[src/rtl/exe_unit_w47_core_if.sv]
// ---------------------------------------------------------------------------
// exe_unit_w47_core_if
// Operand/opcode/result bundle for the w47 execution unit.
//
// Signals:
//   i_argA   [MBIT-1:0]  operand A (two's complement where signed)
//   i_argB   [MBIT-1:0]  operand B (two's complement where signed; unsigned
//                        shift amount for SHR)
//   i_oper   [NBIT-1:0]  opcode
//   o_result [MBIT-1:0]  registered result returned by the unit
//
// Modports:
//   master : decode side, drives operands/opcode and observes the result
//   slave  : execution unit, consumes operands/opcode and drives the result
// ---------------------------------------------------------------------------
interface exe_unit_w47_core_if #(
  parameter int MBIT = 4,
  parameter int NBIT = 2
);

  logic [MBIT-1:0] i_argA;
  logic [MBIT-1:0] i_argB;
  logic [NBIT-1:0] i_oper;
  logic [MBIT-1:0] o_result;

  modport master (
    output i_argA,
    output i_argB,
    output i_oper,
    input  o_result
  );

  modport slave (
    input  i_argA,
    input  i_argB,
    input  i_oper,
    output o_result
  );

endinterface : exe_unit_w47_core_if

[src/rtl/exe_unit_w47_core.sv]
// ---------------------------------------------------------------------------
// exe_unit_w47_core
// Single-stage ALU slice for the w47 datapath. Each rising edge registers one
// of four results computed from the operands presented on the bus:
//   op 0 SUB    : A - B, modulo 2^MBIT
//   op 1 SGT    : 1 if signed(A) > signed(B), else 0
//   op 2 SHR    : A >> unsigned(B), zero fill; 0 when B >= MBIT
//   op 3 POPCNT : number of set bits in A (B ignored)
//   other codes : 0
//
// Ports:
//   i_clk  : clock, all state changes on the rising edge
//   i_rsn  : asynchronous active-high reset, clears the result register
//   bus    : slave side of exe_unit_w47_core_if (operands in, result out)
// ---------------------------------------------------------------------------
module exe_unit_w47_core #(
  parameter int MBIT = 4,
  parameter int NBIT = 2
) (
  input  logic                 i_clk,
  input  logic                 i_rsn,
  exe_unit_w47_core_if.slave   bus
);

  localparam logic [NBIT-1:0] OP_SUB    = NBIT'(0);
  localparam logic [NBIT-1:0] OP_SGT    = NBIT'(1);
  localparam logic [NBIT-1:0] OP_SHR    = NBIT'(2);
  localparam logic [NBIT-1:0] OP_POPCNT = NBIT'(3);

  logic [MBIT-1:0] arg_a;
  logic [MBIT-1:0] arg_b;
  logic [NBIT-1:0] oper;

  assign arg_a = bus.i_argA;
  assign arg_b = bus.i_argB;
  assign oper  = bus.i_oper;

  // -------------------------------------------------------------------------
  // Per-operation datapaths, all evaluated in parallel and selected below.
  // -------------------------------------------------------------------------
  logic [MBIT-1:0] sub_res;
  logic [MBIT-1:0] sgt_res;
  logic [MBIT-1:0] shr_res;
  logic [MBIT-1:0] pop_res;

  // Two's complement wrap falls out of truncation to MBIT bits.
  assign sub_res = arg_a - arg_b;

  assign sgt_res = {{(MBIT-1){1'b0}}, ($signed(arg_a) > $signed(arg_b))};

  // Shift amount widened to 32 bits so the out-of-range test against MBIT
  // is a plain unsigned compare; MBIT never exceeds 32.
  logic [31:0] shamt;
  assign shamt   = 32'(arg_b);
  assign shr_res = (shamt >= 32'(MBIT)) ? '0 : (arg_a >> shamt);

  // Ripple population count: pop_acc[k] holds the count of bits 0..k-1.
  // The maximum count MBIT always fits in MBIT bits for MBIT >= 2.
  logic [MBIT-1:0] pop_acc [0:MBIT];
  assign pop_acc[0] = '0;

  generate
    for (genvar gi = 0; gi < MBIT; gi++) begin : g_pop
      assign pop_acc[gi+1] = pop_acc[gi] + {{(MBIT-1){1'b0}}, arg_a[gi]};
    end
  endgenerate

  assign pop_res = pop_acc[MBIT];

  // -------------------------------------------------------------------------
  // Opcode select and result register.
  // -------------------------------------------------------------------------
  logic [MBIT-1:0] result_d;
  logic [MBIT-1:0] result_q;

  always_comb begin
    result_d = '0;
    case (oper)
      OP_SUB:    result_d = sub_res;
      OP_SGT:    result_d = sgt_res;
      OP_SHR:    result_d = shr_res;
      OP_POPCNT: result_d = pop_res;
      default:   result_d = '0;
    endcase
  end

  always_ff @(posedge i_clk or posedge i_rsn) begin
    if (i_rsn) begin
      result_q <= '0;
    end else begin
      result_q <= result_d;
    end
  end

  assign bus.o_result = result_q;

endmodule : exe_unit_w47_core

[src/flat_wrapper.sv]
// flat-port wrapper written by rule: the top's interface ports become plain ports
module exe_unit_w47_core_flat 
#(
  parameter int MBIT = 4,
  parameter int NBIT = 2
)
  (i_clk, i_rsn, bus_i_argA, bus_i_argB, bus_i_oper, bus_o_result);
  exe_unit_w47_core_if #(.MBIT(MBIT), .NBIT(NBIT)) bus_i ();
  input  logic i_clk;
  input  logic i_rsn;
  input wire logic [$bits(bus_i.i_argA)-1:0] bus_i_argA;
  input wire logic [$bits(bus_i.i_argB)-1:0] bus_i_argB;
  input wire logic [$bits(bus_i.i_oper)-1:0] bus_i_oper;
  output wire logic [$bits(bus_i.o_result)-1:0] bus_o_result;
  assign bus_i.i_argA = bus_i_argA;
  assign bus_i.i_argB = bus_i_argB;
  assign bus_i.i_oper = bus_i_oper;
  assign bus_o_result = bus_i.o_result;
  exe_unit_w47_core #(.MBIT(MBIT), .NBIT(NBIT)) u_core (.i_clk(i_clk), .i_rsn(i_rsn), .bus(bus_i));
endmodule
[config.mk]
export PLATFORM = sky130hd
export DESIGN_NAME = exe_unit_w47_core_flat
export DESIGN_NICKNAME = d
export VERILOG_FILES = /design/src/rtl/exe_unit_w47_core_if.sv /design/src/rtl/exe_unit_w47_core.sv /design/src/flat_wrapper.sv
export SDC_FILE = /design/constraint.sdc
export NUM_CORES = 1
export LEC_CHECK = 0
export BUFFER_PORTS_ARGS = -buffer_cell sky130_fd_sc_hd__buf_2
export CORE_AREA = 5 5 42 44
export CTS_BUF_LIST = sky130_fd_sc_hd__clkbuf_16
export CTS_CLUSTER_SIZE = 20
export DETAILED_ROUTE_END_ITERATION = 7
export DIE_AREA = 0 0 47 49
export PLACE_DENSITY = 0.68
export SYNTH_ARGS = -nofsm -noshare
export SYNTH_HDL_FRONTEND = slang
export SYNTH_SLANG_ARGS = --single-unit
[constraint.sdc]
create_clock -name i_clk -period 0.8 [get_ports i_clk]
set_input_delay 0.12 -clock i_clk [delete_from_list [all_inputs] [get_ports i_clk]]
set_output_delay 0.12 -clock i_clk [all_outputs]
set_load 0.03 [all_outputs]
**Yosys cells after proc, flatten, opt, wreduce, memory -nomap -nowiden**

Index checks and enable logic that the tools add are counted.

- Add/sub/neg operators: 4
- Order comparisons: 2
- Equal/unequal tests: 3
- Shift operators: 1
- Multiplexer cells: 2
- Reduce and logical (&&, ||, !) cells: 1

Operators with widths:

| operator | count |
|---|---|
| one-hot mux 4 bit (4 select lines) | 1 |
| adder 4 x 1 -> 4 bit | 2 |
| == test 2 bit, second input constant | 2 |
| >= comparator 4 x 3 -> 1 bit, second input constant | 1 |
| > comparator 4 bit | 1 |
| two-way mux 4 bit | 1 |
| >> shifter 4 x 4 -> 4 bit | 1 |
| subtractor 4 bit | 1 |
| adder 1 x 1 -> 2 bit | 1 |
| == test 2 x 1 -> 1 bit, second input constant | 1 |
| logical NOT 2 bit | 1 |

- Bits in registers: 4
- Input port bits: 12
- Output and inout port bits: 4
- Word-level logic and storage cells: 14

**Longest topological paths before layout**

- Depth in word-level cells: 4
- Mapped depth: 8
- Mapped depth without buffers: 8

**Worst setup path after synthesis**

No wires, ideal clock.

- Path type: in2reg
- From: input bus_i_argA[0]
- To: register u_core.result_q[1] (netlist: u_core.bus.o_result[1])
- Setup time: 0.129 ns
- Arrival time: 1.239 ns
- Required time: 0.671 ns
- Path slack: -0.568 ns
- Cell stages on the path: 7
- Buffers on the path: 0
- Cell sequence: ha_1 inv_1 fa_1 inv_1 ha_1 a31oi_1 o21ai_0

- Word-level cells in the longest chain between the ends: 4
- Elaborated cells between the ends (all ways): 7
- Those cells by class: add/sub: 4; shift: 1; mux: 2

RTL lines:

| what | line | RTL |
|---|---|---|
| start: declaration | flat_wrapper.sv:11 | `input wire logic [$bits(bus_i.i_argA)-1:0] bus_i_argA;` |
| adder 1 x 1 -> 2 bit | exe_unit_w47_core.sv:64 | `assign pop_acc[gi+1] = pop_acc[gi] + {{(MBIT-1){1'b0}}, arg_a[gi]};` |
| adder 4 x 1 -> 4 bit (2 in series) | exe_unit_w47_core.sv:64 |  |
| one-hot mux 4 bit (4 select lines) * | exe_unit_w47_core.sv:78 | `case (oper)` |
| via u_core.result_d[1] | exe_unit_w47_core.sv:73 | `logic [MBIT-1:0] result_d;` |
| end signal: assignment | exe_unit_w47_core.sv:91 | `result_q <= result_d;` |
| end: declaration | exe_unit_w47_core.sv:74 | `logic [MBIT-1:0] result_q;` |

Mark *: on every way through the listed nets, which the timed path passes. The rest lies on a longest branch.

**Worst setup path in the final report**

Same ends and word-level chain as after synthesis.

==> results.yml <==
floorplan:
  row_count: 14
  die_h_um: 49
  start_util: 0.343
  die_w_um: 47
  boundaryPins: 16
  coreArea_um2: 1400
  die_area_um2: 2300
grt:
  first_global_vias: 570
  grt_overflow: 0
  grt_antenna_before_repair: 0
  grt_max_degree: 8
  grt_pass1_wl_um: 2330
  grt_usage: 0.136
worst_setup_path:
  required_ps: 900
  worst_ep_arrival_time_ps: 1330
  crit_path_start_kind: "input pin"
  critical_path_class: "in -> reg"
  cp-end-kind: "flip-flop"
  path_max_fanout: 3
place:
  place_ws_ps: -709
  io_buffers: 15
  place_congestion: 0.836
  hpwl_um: 1110
timing:
  rsz0062_at_grt: "true"
  fmax_mhz: 815
  relSlewSlack: 0.808
  period_needed_ps: 1230
  finalCritPeriodShare: 1.53
  worst_pin_slew_ps: 288
  tns_ps: -1680
  finalWorstSetupSlack_ps: -428
  hold_viol_final: 0
  final-setup-viol-count: 8
  fin_hold_ws_ps: 200
  drv_slew: 0
detailed_routing:
  first_iter_violations: 23
  first_pass_iters: 4
  routed-via-count: 604
  drcViolationCount: 0
  drt_wl_total_um: 1600
  ant_nets: 0
  avgRoutedWirePerCell_um: 14.9
  viasPerCell: 5.59
logic_synthesis:
  yosysSeqAreaShare: 0.208
  synth.distinct_cells: 25
  synth_area_um2: 480
  yosys_warnings: 0
  synth.avg_cell_area_um2: 8.14
  ys_ff_latch: 4
  syn-num-nets: 79
  syn_inst: 59
min_path:
  worstHoldStart: "bus_i_oper[0]"
  whs_path_depth: 3
  hold-path-endpoint: "u_core.bus.o_result[1]"
  hp-class: "in -> reg"
final_layout:
  largest_reg_flops: 4
  nets: 114
  area_growth_pct: 92.7
  post-route-util: 0.661
  drive_gt1_frac: 0.565
  diodes: 0
clock_network:
  clk_path_buf_depth: 2
  cts_tree: "done"
  clock-sinks: 4
  clk_pin_slew_ps: 30
  cts_root_buffer: "clkbuf_16"
  cts_max_level: 1
  cts_made_buffers: 3
pwr:
  cellLeakagePower_nw: 0.452
  power.density_nw_per_um2: 1650
  ir_drop_mv: 0.700
run_status:
  status: "finished, violations left"
  violations: "negative setup slack"
flow_run:
  drv_cap: 0
layer usage:
layer | share of wire | vias to the layer above | track usage
met2 | 0.56 | 30 | 0.222
met4 | 0.050 | 0 | 0.0645
met5 | 0 | - | 0
met1 | 0.34 | 289 | 0.154
met3 | 0.054 | 10 | 0.0406
li1 | - | 275 | -
area by class of cell:
cell class	instances	area, µm²
clock buffer	3	75.1
multi-input combinational	39	417
sequential	4	100
tap	16	20.0
timing repair buffer	31	255
inverter	15	58.8
fill	115	475
how the worst max path moves through the flow:
stage	start	endpoint	slack, ps	cells past startpoint
6_report	bus_i_argA[0]	u_core.bus.o_result[1]	-430	8
5_1_grt	bus_i_argA[0]	u_core.bus.o_result[1]	-520	8
4_1_cts	bus_i_argA[1]	u_core.bus.o_result[0]	-430	7
3_5_place_dp	bus_i_argA[0]	u_core.bus.o_result[0]	-710	7
3_3_place_gp	bus_i_argA[0]	u_core.bus.o_result[1]	-670	8
2_1_floorplan	bus_i_argA[1]	u_core.bus.o_result[1]	-480	7
where the power goes:
group | leakage, nW | internal [mW] | total (mW) | switching (mW)
sequential | 0.0511 | 0.226 | 0.236 | 0.0101
combinational | 0.364 | 0.262 | 0.519 | 0.257
clock | 0.0370 | 0.638 | 0.771 | 0.133
cell families after synthesis:
group	Yosys count	share of synthesized area
AOI/OAI and AO/OA	16	0.206
xor gates and xnor gates	1	0.0182
adders and majority gates	8	0.240
buffers and inverters	16	0.125
DFF	4	0.208
muxes	2	0.0417
and+or+nand+nor	12	0.161
repair_timing:
item,CTS,global route
pin swaps,6,2
setup endpoints to repair,8,8
buffers inserted,0,0
endpoints found under the hold margin,4,0
gates resized for setup,21,9
hold buffers,1,0
layout by cell type, fill, tap and decap left out, drive strengths merged, types with 2 or more instances in the layout:
cell	netlist	final
buf	0	30
inv	15	15
o21ai	6	6
ha	6	6
dfrtp	4	4
nor2	3	3
clkbuf	1	3
a21oi	3	3
mux2i	2	2
a31oi	2	2
fa	2	2
Yosys cell counts:
| cell | count | area [µm²] |
|---|---|---|
| a311oi_1 | 1 | 8.76 |
| dfrtp_1 | 4 | 100 |
| nor3_1 | 1 | 5.00 |
| nor2b_1 | 1 | 6.26 |
| nor2_1 | 3 | 11.3 |
| fa_1 | 2 | 40.0 |
| and3_2 | 1 | 7.51 |
| nand3_1 | 1 | 5.00 |
| nor4b_1 | 1 | 8.76 |
| a32oi_1 | 1 | 8.76 |
| o21ai_0 | 6 | 30.0 |
| xnor2_1 | 1 | 8.76 |
| nor4_1 | 1 | 6.26 |
| a21o_1 | 1 | 7.51 |
| o31ai_1 | 1 | 7.51 |
| inv_1 | 15 | 56.3 |
| or4b_4 | 1 | 13.8 |
| mux2i_1 | 2 | 20.0 |
| a31o_2 | 1 | 8.76 |
| a31oi_1 | 2 | 12.5 |
| clkbuf_1 | 1 | 3.75 |
| ha_1 | 6 | 75.1 |
| a21oi_1 | 3 | 15.0 |
| nor3b_1 | 1 | 7.51 |
| or3_1 | 1 | 6.26 |
critical path, cell delays in order:
cell and delay, ps:
buf_8 100, ha_4 250, inv_2 30, fa_2 320, inv_2 70, ha_4 190
a31oi_1 150, o21ai_1 80
stage by stage:
stage / area [µm²] / instances / power [mW]
2_1_floorplan: 520 / 59 / 0.452
3_3_place_gp: 724 / 104 / 0.629
3_5_place_dp: 724 / 104 / 0.640
4_1_cts: 880 / 108 / 1.49
5_1_grt: 926 / 108 / 1.60
6_report: 926 / 108 / 1.53
(Power assumes the default switching activity.)
